`src/rtl/down_counter_sched.sv`:
```
// rtl/down_counter_sched.sv - round-robin scheduler sharing one loadable down counter
//
// Grants a single down counter to one of NREQ requesters at a time, counts the
// owner's load value down to zero and returns a one-cycle done pulse.
//
// Ports:
//   clk       rising-edge clock
//   reset     asynchronous active-low reset
//   req       per-requester level request, held until the matching gnt rises
//   load_val  packed load values, requester i at [i*WIDTH +: WIDTH]
//   abort     cancels a countdown in progress (RUN only)
//   gnt       one-hot owner of the counter, zero when idle
//   done      one-cycle completion pulse to the owner
//   busy      counter owned
//   count     current counter value
module down_counter_sched #(
  parameter int WIDTH = 3,
  parameter int NREQ  = 2
) (
  input  logic                  clk,
  input  logic                  reset,
  input  logic [NREQ-1:0]       req,
  input  logic [NREQ*WIDTH-1:0] load_val,
  input  logic                  abort,
  output logic [NREQ-1:0]       gnt,
  output logic [NREQ-1:0]       done,
  output logic                  busy,
  output logic [WIDTH-1:0]      count
);

  localparam int OW = (NREQ > 1) ? $clog2(NREQ) : 1;

  localparam logic [1:0] S_IDLE = 2'd0;
  localparam logic [1:0] S_RUN  = 2'd1;
  localparam logic [1:0] S_DONE = 2'd2;

  logic [1:0]       state_q, state_d;
  logic [OW-1:0]    owner_q, owner_d;
  logic [OW-1:0]    ptr_q, ptr_d;
  logic [NREQ-1:0]  gnt_q, gnt_d;
  logic [NREQ-1:0]  done_q, done_d;
  logic [WIDTH-1:0] count_q, count_d;

  logic [OW-1:0]    winner;
  logic [NREQ-1:0]  winner_oh;
  logic [WIDTH-1:0] win_load;

  // Index following the owner, wrapping at NREQ-1; the finished owner drops
  // to lowest priority for the next arbitration.
  function automatic logic [OW-1:0] ptr_after(input logic [OW-1:0] o);
    return (o == OW'(NREQ - 1)) ? '0 : o + 1'b1;
  endfunction

  // Round-robin search starting at ptr_q and wrapping through index 0.
  always_comb begin
    logic hit;
    int   idx;
    hit    = 1'b0;
    idx    = 0;
    winner = '0;
    for (int i = 0; i < NREQ; i++) begin
      idx = int'(ptr_q) + i;
      if (idx >= NREQ) idx = idx - NREQ;
      if (!hit && req[idx[OW-1:0]]) begin
        hit    = 1'b1;
        winner = idx[OW-1:0];
      end
    end
  end

  always_comb begin
    winner_oh = '0;
    win_load  = '0;
    for (int i = 0; i < NREQ; i++) begin
      if (winner == OW'(i)) begin
        winner_oh[i] = 1'b1;
        win_load     = load_val[i*WIDTH +: WIDTH];
      end
    end
  end

  always_comb begin
    state_d = state_q;
    owner_d = owner_q;
    ptr_d   = ptr_q;
    gnt_d   = gnt_q;
    done_d  = '0;
    count_d = count_q;
    case (state_q)
      S_IDLE: begin
        if (|req) begin
          owner_d = winner;
          gnt_d   = winner_oh;
          count_d = win_load;
          // A zero load skips RUN and completes straight away.
          if (win_load == '0) begin
            state_d = S_DONE;
            done_d  = winner_oh;
          end else begin
            state_d = S_RUN;
          end
        end
      end
      S_RUN: begin
        // abort has priority over a countdown reaching zero on the same edge.
        if (abort) begin
          state_d = S_IDLE;
          gnt_d   = '0;
          count_d = '0;
          ptr_d   = ptr_after(owner_q);
        end else begin
          count_d = count_q - 1'b1;
          if (count_q == WIDTH'(1)) begin
            state_d = S_DONE;
            done_d  = gnt_q;
          end
        end
      end
      S_DONE: begin
        state_d = S_IDLE;
        gnt_d   = '0;
        ptr_d   = ptr_after(owner_q);
      end
      default: begin
        state_d = S_IDLE;
        gnt_d   = '0;
        count_d = '0;
      end
    endcase
  end

  always_ff @(posedge clk or negedge reset) begin
    if (!reset) begin
      state_q <= S_IDLE;
      owner_q <= '0;
      ptr_q   <= '0;
      gnt_q   <= '0;
      done_q  <= '0;
      count_q <= '0;
    end else begin
      state_q <= state_d;
      owner_q <= owner_d;
      ptr_q   <= ptr_d;
      gnt_q   <= gnt_d;
      done_q  <= done_d;
      count_q <= count_d;
    end
  end

  assign gnt   = gnt_q;
  assign done  = done_q;
  assign busy  = |gnt_q;
  assign count = count_q;

endmodule

```
`config.mk`:
```
export PLATFORM = sky130hd
export DESIGN_NAME = down_counter_sched
export DESIGN_NICKNAME = d
export VERILOG_FILES = /design/src/rtl/down_counter_sched.sv
export SDC_FILE = /design/constraint.sdc
export NUM_CORES = 1
export LEC_CHECK = 0
export CAP_MARGIN = 20
export CELL_PAD_IN_SITES_DETAIL_PLACEMENT = 1
export CELL_PAD_IN_SITES_GLOBAL_PLACEMENT = 1
export CORE_MARGIN = 2
export CORE_UTILIZATION = 36
export DETAILED_ROUTE_END_ITERATION = 10
export GPL_TIMING_DRIVEN = 0
export PLACE_DENSITY = 0.81
export SLEW_MARGIN = 20
export SYNTH_ARGS = -nofsm -noshare
export SYNTH_HDL_FRONTEND = slang
export SYNTH_SLANG_ARGS = --single-unit
```
`constraint.sdc`:
```
create_clock -name clk -period 2.1 [get_ports clk]
set_input_delay 0.315 -clock clk [delete_from_list [all_inputs] [get_ports clk]]
set_output_delay 0.315 -clock clk [all_outputs]
set_load 0.005 [all_outputs]
```
; Word level (Yosys, flattened, before mapping)
; Index checks and enable logic that the tools add are counted.
[classes]
n_bitwise = 1
n_mux = 31
addsub = 5
n_eq_ne = 6
n_reduce_logical = 12
order_cmp = 4
[ops]
columns = cell, count
row1 = two-way mux 2 bit, 10
row2 = two-way mux 1 bit, 13
row3 = one-hot mux 2 bit (2 select lines), 3
row4 = AND reduction 2 bit, 5
row5 = two-way mux 3 bit, 3
row6 = one-hot mux 3 bit (3 select lines), 1
row7 = < comparator 1 x 2 -> 1 bit (second input constant), 2
row8 = inequality test 2 bit (second input constant), 2
row9 = OR reduction 2 bit, 2
row10 = == test 3 x 1 -> 1 bit (second input constant), 1
row11 = zero test 3 bit, 1
row12 = inequality test 3 bit (second input constant), 1
row13 = subtractor 3 x 1 -> 3 bit (second input constant), 1
row14 = adder 1 x 1 -> 2 bit (second input constant), 1
row15 = == test 2 x 1 -> 1 bit (second input constant), 1
row16 = == test 2 bit (second input constant), 1
row17 = greater-or-equal comparator 1 x 2 -> 1 bit (second input constant), 1
row18 = greater-or-equal comparator 2 bit (second input constant), 1
row19 = zero test 2 bit, 1
row20 = one-hot mux 1 bit (2 select lines), 1
row21 = nonzero test 2 bit, 1
row22 = subtractor 1 bit (second input constant), 2
row23 = adder 1 bit (second input constant), 1
row24 = logical AND 1 bit, 1
row25 = other kinds (2), 2
[totals]
word_cells = 65
ff_bits = 11
out_inout_bits = 8

; Depth between registers and ports, before layout
; Gate-level depths: netlist of the first run.
[depth]
ltp_word = 13
ltp_mapped = 5

; Worst setup path before layout of the first run
; Ideal clock, no wire load.
[synth_timing]
kind = register to register
startpoint = register ptr_q
endpoint = register state_q[1]
path_stages_with_launch = 5
arrival_ns = 1.114
slack_ns = 0.866
n_path_buf = 0
setup_time_ns = 0.120
path_cell_list = dfrtp_1 -> inv_2 -> a21boi_4 -> mux2_4 -> a31o_1
[synth_via]
elab_chain_len = 13
elab_cells_between_ends = 21
[synth_lines]
columns = item, line_no
row1 = "start, declared", 39  ; logic [OW-1:0] ptr_q, ptr_d;
row2 = "start signal, assigned", 143  ; ptr_q <= ptr_d;
row3 = greater-or-equal comparator 1 x 2 -> 1 bit / subtractor 1 bit (equally long branches), 63  ; if (idx >= NREQ) idx = idx - NREQ;
row4 = two-way mux 1 bit, 63
row5 = two-way mux 1 bit (implied by the code) (2 in a row), 64  ; if (!hit && req[idx[OW-1:0]]) begin
row6 = two-way mux 1 bit, 64
row7 = zero test 1 bit, 64
row8 = logical AND 1 bit, 64
row9 = two-way mux 1 bit *, 64
row10 = two-way mux 3 bit *, 75  ; if (winner == OW'(i)) begin
row11 = zero test 3 bit *, 96  ; if (win_load == '0) begin
row12 = two-way mux 2 bit *, 96
row13 = two-way mux 2 bit *, 91  ; if (|req) begin
row14 = one-hot mux 2 bit (2 select lines) *, 89  ; case (state_q)
row15 = "end signal, assigned", 141  ; state_q <= state_d;
row16 = "end, declared", 37  ; logic [1:0] state_q, state_d;
; Every way passes the cells marked *; elsewhere a longest branch is shown, timed or not. The select of a mux whose other input is x is not followed.
; A chain may end at the register's enable or synchronous reset.

; Worst setup path after layout of the first run
[layout_timing]
startpoint = register gnt_q[0] (netlist: gnt[0])
endpoint = output busy
[layout_via]
elab_chain_len = 1
[layout_lines]
columns = item, line_no
row1 = "start, declared", 40  ; logic [NREQ-1:0] gnt_q, gnt_d;
row2 = "start signal, assigned", 144  ; gnt_q <= gnt_d;
row3 = OR reduction 2 bit, 152  ; assign busy = |gnt_q;
row4 = "end, declared", 27  ; output logic busy,
; Every way passes these cells.

==> results of run 1 <==
==> cells by family after synthesis <==
kind of cell	count (synthesis)	synth area share, %
flip-flops	11	43.5
multiplexers	4	7.11
buffers and inverters	7	4.35
AND/OR/NAND/NOR	20	15.2
adder cells (fa/ha/maj)	2	3.95
AO/OA/AOI/OAI	19	24.5
XOR/XNOR	1	1.38
==> sequential cells by signal, summed over array words and instances (netlist names) <==
name	count
gnt	2
done	2
ptr_q	1
state_q	2
count	3
owner_q	1
==> path summary, 6_finish.rpt <==
check | startpoint | slack [ps] | endpoint
min | reset | 390 | state_q[1]
min reg2reg | owner_q | 460 | ptr_q
min in group clk | owner_q | 460 | ptr_q
max reg2reg | ptr_q | 740 | state_q[1]
max | gnt[0] | 360 | busy
max in group asynchronous | reset | 1370 | gnt[1]
==> cell usage in the layout, fill, tap and decap left out <==
master	instances
clkdlybuf4s50_1	18
dfrtp_1	11
nand2_1	6
nor2_1	5
inv_1	4
a21oi_1	3
mux2i_1	3
clkbuf_4	3
nor3_1	2
inv_2	2
a32o_1	2
o21ai_0	2
o221ai_1	2
ha_1	2
nor2b_1	1
and3_1	1
a21boi_4	1
or2_2	1
or2_1	1
mux2_4	1
a31o_1	1
a22o_1	1
buf_2	1
nand3_1	1
o21ai_2	1
a21o_1	1
nand3b_1	1
xnor2_1	1
o32a_1	1
o22ai_1	1
o32ai_1	1
nor3b_1	1
a211oi_1	1
o21a_1	1
clkbuf_1	1
==> power breakdown <==
part           internal (mW)  switching, mW  leakage (nW)  total [mW]
registers              0.294         0.0782         0.139       0.372
logic                  0.271          0.226         0.224       0.496
clock network         0.0736         0.0703        0.0150       0.144
total                  0.638          0.374         0.379        1.01
==> cell type report <==
type                    instances  area [um2]
well taps                      17        21.3
repair buffers                 18         180
clock buffers                   4        26.3
fillers                       199         828
plain buffers                   1        5.00
flip-flops and latches         11         275
inverters                       6        22.5
multi-input cells              46         330
==> worst max-delay path, delay by kind of cell, from the launching register on <==
kind / cells / cell delay (ps)
buffers and inverters: 1 / 440
DFF: 1 / 420
and+or+nand+nor: 1 / 300
==> layer usage <==
metal  GRT usage (%)  routed length, um
met1            22.4                731
met2            26.1                702
met3            3.57                 76
met4            8.57                 21
met5               0                  0
==> per-stage QoR <==
stage	instances	cell area (um2)	hold WS, ps
2_1_floorplan	64	633	19.4
3_5_place_dp	99	835	446
5_1_grt	103	861	412
6_report	103	861	388
3_3_place_gp	99	835	448
4_1_cts	103	861	395
==> impl_metrics.py, run 1 <==
metrics = {
    "outcome": {
        "status": "complete, no violations",
    },
    "die": {
        "core_area_um2": 1690,
        "die_w_um": 45.9,
        "io_pins": 19,
        "placementRows": 15,
        "start_util_pct": 37.5,
        "die_area_um2": 2110,
        "die_h_um": 45.9,
    },
    "synth": {
        "synthTopCellsByArea": "dfrtp_1 43%, mux2i_1 4.7%, ha_1 4.0%, nand2_1 3.6%, a32o_1 3.2%",
        "ys.flop_type": "dfrtp_1",
        "synth_top_area_share_pct": 43.5,
        "syn_nets": 77,
        "yosysSeqAreaShare_pct": 43.5,
        "synth_edf_count": 0,
        "synth.avg_cell_area_um2": 9.89,
        "async_flop_share_pct": 100,
        "synth_cells": 64,
        "ys_types": 32,
        "synth.top_cells.by_count": "11 x dfrtp_1, 6 x nand2_1, 5 x nor2_1",
        "synth_largest_area_cell": "dfrtp_1",
        "synth-seq-cells": 11,
        "ys_warn_count": 0,
        "syn_area_um2": 633,
        "yosysMostFrequentCell": "dfrtp_1",
    },
    "cts": {
        "clock_sinks": 11,
        "clock_latency_ps": 270,
        "htree_num_levels": 1,
        "cts_tree": "yes",
        "cts_setup_buffers": 0,
        "clk_pin_slew_ps": 70,
        "cts-buffers-inserted": 3,
        "clock_path_buffers": 2,
        "root_buffer": "clkbuf_4",
        "ctsResizeCount": 0,
        "cts_hold_buf": 0,
    },
    "final_layout": {
        "area_delta_synth_final_pct": 36.0,
        "final_util_pct": 51.0,
        "num_antenna_cells": 0,
        "layout-drive-gt1-share_pct": 11.6,
        "nets": 100,
    },
    "worst_hold_path": {
        "hp-class": "primary input to async pin",
    },
    "power_and_ir_drop": {
        "ir_drop_uv": 618,
        "p_leak_nw": 0.379,
        "power_per_cell_area_nw_per_um2": 1180,
        "fin_total_pwr_mw": 1.01,
    },
    "route": {
        "drt_iter0_markers": 4,
        "drt-wirelength-per-cell_um": 14.9,
        "routed_via_density": 5.55,
        "dr.pass1.iters": 4,
        "vias": 572,
        "ant_nets": 0,
        "drcViolationCount": 0,
        "totalWireLength_um": 1530,
    },
    "timing": {
        "rsz0062_at_grt": "false",
        "final_hold_viol_count": 0,
        "worst_pin_slew_ps": 521,
        "drv_slew": 0,
        "tns_ps": 0,
        "fin_ws_ps": 356,
        "max_slew_margin_pct": 65.2,
        "finClkSkew_ps": 2.41,
        "max_freq_mhz": 573,
        "setup_viol": 0,
        "timing.final.crit_period_ps": 1740,
        "timing.final.crit_share_pct": 83.0,
    },
    "placed_design": {
        "dp_hpwl_um": 1170,
        "portBuffers": 18,
        "gp_congestion": 0.800,
        "place_ws_ps": 286,
    },
    "global_routing": {
        "grt_pass1_vias": 554,
        "grt_max_degree": 12,
        "grt_usage_pct": 17.0,
        "antenna_found_initial": 0,
        "grt_pass1_wl_um": 2480,
        "gr-total-overflow": 0,
    },
    "worst_setup_path": {
        "cp_max_fo": 5,
        "arrival_ps": 1430,
        "crit_path_max_incr_delay_ps": 440,
        "cp_data_required_time_ps": 1780,
        "cp_slowest_cell": "clkdlybuf4s50_1",
        "worstSetupStartpointType": "register",
        "cp-end-kind": "output port",
        "crit_chain": "or2_2 > clkdlybuf4s50_1",
        "worst-setup-path-type": "register to output port",
        "reg2reg_depth": 4,
    },
    "run": {
        "max_cap_viol_count": 0,
    },
}
No activity file was read; power rests on OpenSTA's default activity.
==> run 2: changes to the inputs <==
Settings changed: CORE_ASPECT_RATIO set to 1.4, CORE_UTILIZATION 36 to 30, PLACE_DENSITY 0.81 to 0.72.
Clock period 2.1 ns to 1.5 ns, I/O delays scaled along.
==> run 2 against run 1 <==
Effect of this change: cell count grew 7.8%; non-clock buffer count grew 4; cell area grew 5.4%; sequential share of layout area shrank 1.6 points; critical path type unchanged; die area grew 18%; core utilization shrank 5.0 points; total power grew 46%; count of clock-buffer cells in the layout is the same; highest routed layer unchanged; largest cell class unchanged; routed wire length grew 16%; hold slack lost 96 ps; critical path depth shrank 1.
==> impl_metrics.py, run 2 (synthesis gave the netlist of run 1 again) <==
metrics = {
    "timing": {
        "worst_pin_slew_ps": 523,
        "rsz0062_at_grt": "false",
        "max_slew_margin_pct": 65.0,
        "fin_ws_ps": 54.2,
        "timing.final.crit_period_ps": 1450,
        "drv_slew": 0,
        "final_hold_viol_count": 0,
        "setup_viol": 0,
        "max_freq_mhz": 692,
        "timing.final.crit_share_pct": 96.4,
        "finClkSkew_ps": 4.63,
    },
    "power_and_ir_drop": {
        "p_switching_uw": 553,
        "power_frac_seq_pct": 34.9,
        "fin_total_pwr_mw": 1.48,
        "power_per_cell_area_nw_per_um2": 1630,
        "p_comb_share_pct": 51.2,
        "pwr-share-clk_pct": 13.9,
        "ir_drop_uv": 697,
        "p_sw_share_pct": 37.4,
        "internal_power_uw": 926,
        "p_leak_nw": 0.430,
    },
    "worst_setup_path": {
        "cp_slowest_cell": "clkdlybuf4s50_1",
        "crit_chain": "clkdlybuf4s50_1",
        "crit_family": "buffers and inverters",
        "worstSetupStartpointType": "register",
        "worst-setup-path-type": "register to output port",
        "cp-end-kind": "output port",
        "cp_data_required_time_ps": 1270,
        "critPathBufInv": 1,
        "crit_path_max_incr_delay_ps": 530,
        "critical_path.reg2reg.startpoint": "ptr_q",
        "arrival_ps": 1220,
        "crit_start": "count[2]",
        "cp_max_fo": 4,
    },
    "die": {
        "die_area_um2": 2500,
        "start_util_pct": 32.1,
        "core_area_um2": 1970,
        "io_pins": 19,
        "die_w_um": 42.8,
        "placementRows": 19,
        "die_h_um": 58.4,
    },
    "worst_hold_path": {
        "hp-class": "primary input to async pin",
    },
    "route": {
        "dr.pass1.iters": 2,
        "ant_nets": 0,
        "drcViolationCount": 0,
        "vias": 580,
        "drt-wirelength-per-cell_um": 16.0,
        "totalWireLength_um": 1780,
        "drt_iter0_markers": 5,
        "routed_via_density": 5.23,
    },
    "final_layout": {
        "mostFrequentLayoutCells": "15 x clkdlybuf4s50_1, 11 x dfrtp_1, 6 x nand2_1",
        "nets": 104,
        "area_delta_synth_final_pct": 43.3,
        "num_antenna_cells": 0,
        "layout-drive-gt1-share_pct": 15.6,
        "final_area_um2": 907,
        "largest_reg_flops": 3,
        "final_common_cell": "clkdlybuf4s50_1",
    },
    "global_routing": {
        "grt_max_degree": 12,
        "grt_usage_pct": 16.8,
        "grt_pass1_wl_um": 2990,
        "grt_pass1_vias": 644,
        "antenna_found_initial": 0,
        "gr-total-overflow": 0,
    },
    "cts": {
        "cts_hold_buf": 0,
        "htree_num_levels": 1,
        "cts-buffers-inserted": 3,
        "root_buffer": "clkbuf_4",
        "clock_path_buffers": 2,
        "clock_latency_ps": 270,
        "clk_pin_slew_ps": 70,
        "cts_tree": "yes",
        "clock_sinks": 11,
    },
    "placed_design": {
        "portBuffers": 18,
        "place_ws_ps": -256,
        "dp_hpwl_um": 1380,
        "placed_cell_area_um2": 840,
        "gp_congestion": 0.775,
    },
    "outcome": {
        "status": "complete, no violations",
    },
    "run": {
        "max_cap_viol_count": 0,
    },
}
[run 2: worst paths after layout]
path / end / slack (ps) / depth (start not counted)
worst min register to register: ptr_q / 470 / 1
worst max-delay path: count[2] / 50 / 1
max in group asynchronous: state_q[0] / 860 / 1
worst min-delay path: gnt[1] / 290 / 1
worst max register to register: state_q[1] / 190 / 4
min in group clk: ptr_q / 470 / 1
[run 2: repair_timing]
item / in CTS / in global routing
endpoints found under the setup margin: 1 / 3
gates cloned: 0 / 0
setup buffers: 2 / 2
gates resized for setup: 2 / 3
[run 2: layout make-up]
class | count | area, um2
clock buffer | 4 | 26.3
fill | 237 | 1070
inverter | 6 | 22.5
buffer | 1 | 5.00
timing repair buffer | 22 | 221
multi-input combinational | 46 | 330
tap | 21 | 26.3
sequential | 11 | 275
[run 2: power by group through the flow]
stage                     clock network (mW)  logic [mW]  registers, mW
after detailed placement                   0       0.699          0.534
after global routing                   0.225       0.849          0.538
after CTS                              0.210       0.752          0.513
final                                  0.206       0.757          0.516
after floorplan                            0       0.393          0.515
after global placement                     0       0.677          0.530
[run 2: metrics by stage]
step	hold slack [ps]	instances	util (%)	setup TNS, ps
floorplan	-70.6	64	-	0
detailed placement	446	103	42.5	-715
CTS	313	109	44.8	0
global placement	453	103	42.5	-665
finish	293	111	46.0	0
global route	331	111	46.0	0
[run 2: layer usage]
| metal | global-route usage [%] | part of all wire (%) | vias to the layer above |
|---|---|---|---|
| met4 | 10.7 | 3.3 | 0 |
| met3 | 1.84 | 3.4 | 5 |
| met5 | 0 | 0 | - |
| met2 | 29.4 | 53 | 13 |
| met1 | 19.1 | 40 | 277 |
| li1 | - | - | 285 |
==> run 3: changes to the inputs <==
Settings changed: GPL_ROUTABILITY_DRIVEN set to 1, SLEW_MARGIN 20 to not set.
==> results of run 3 <==
Same layout as run 2: the final DEF is identical, and so are final timing and power.
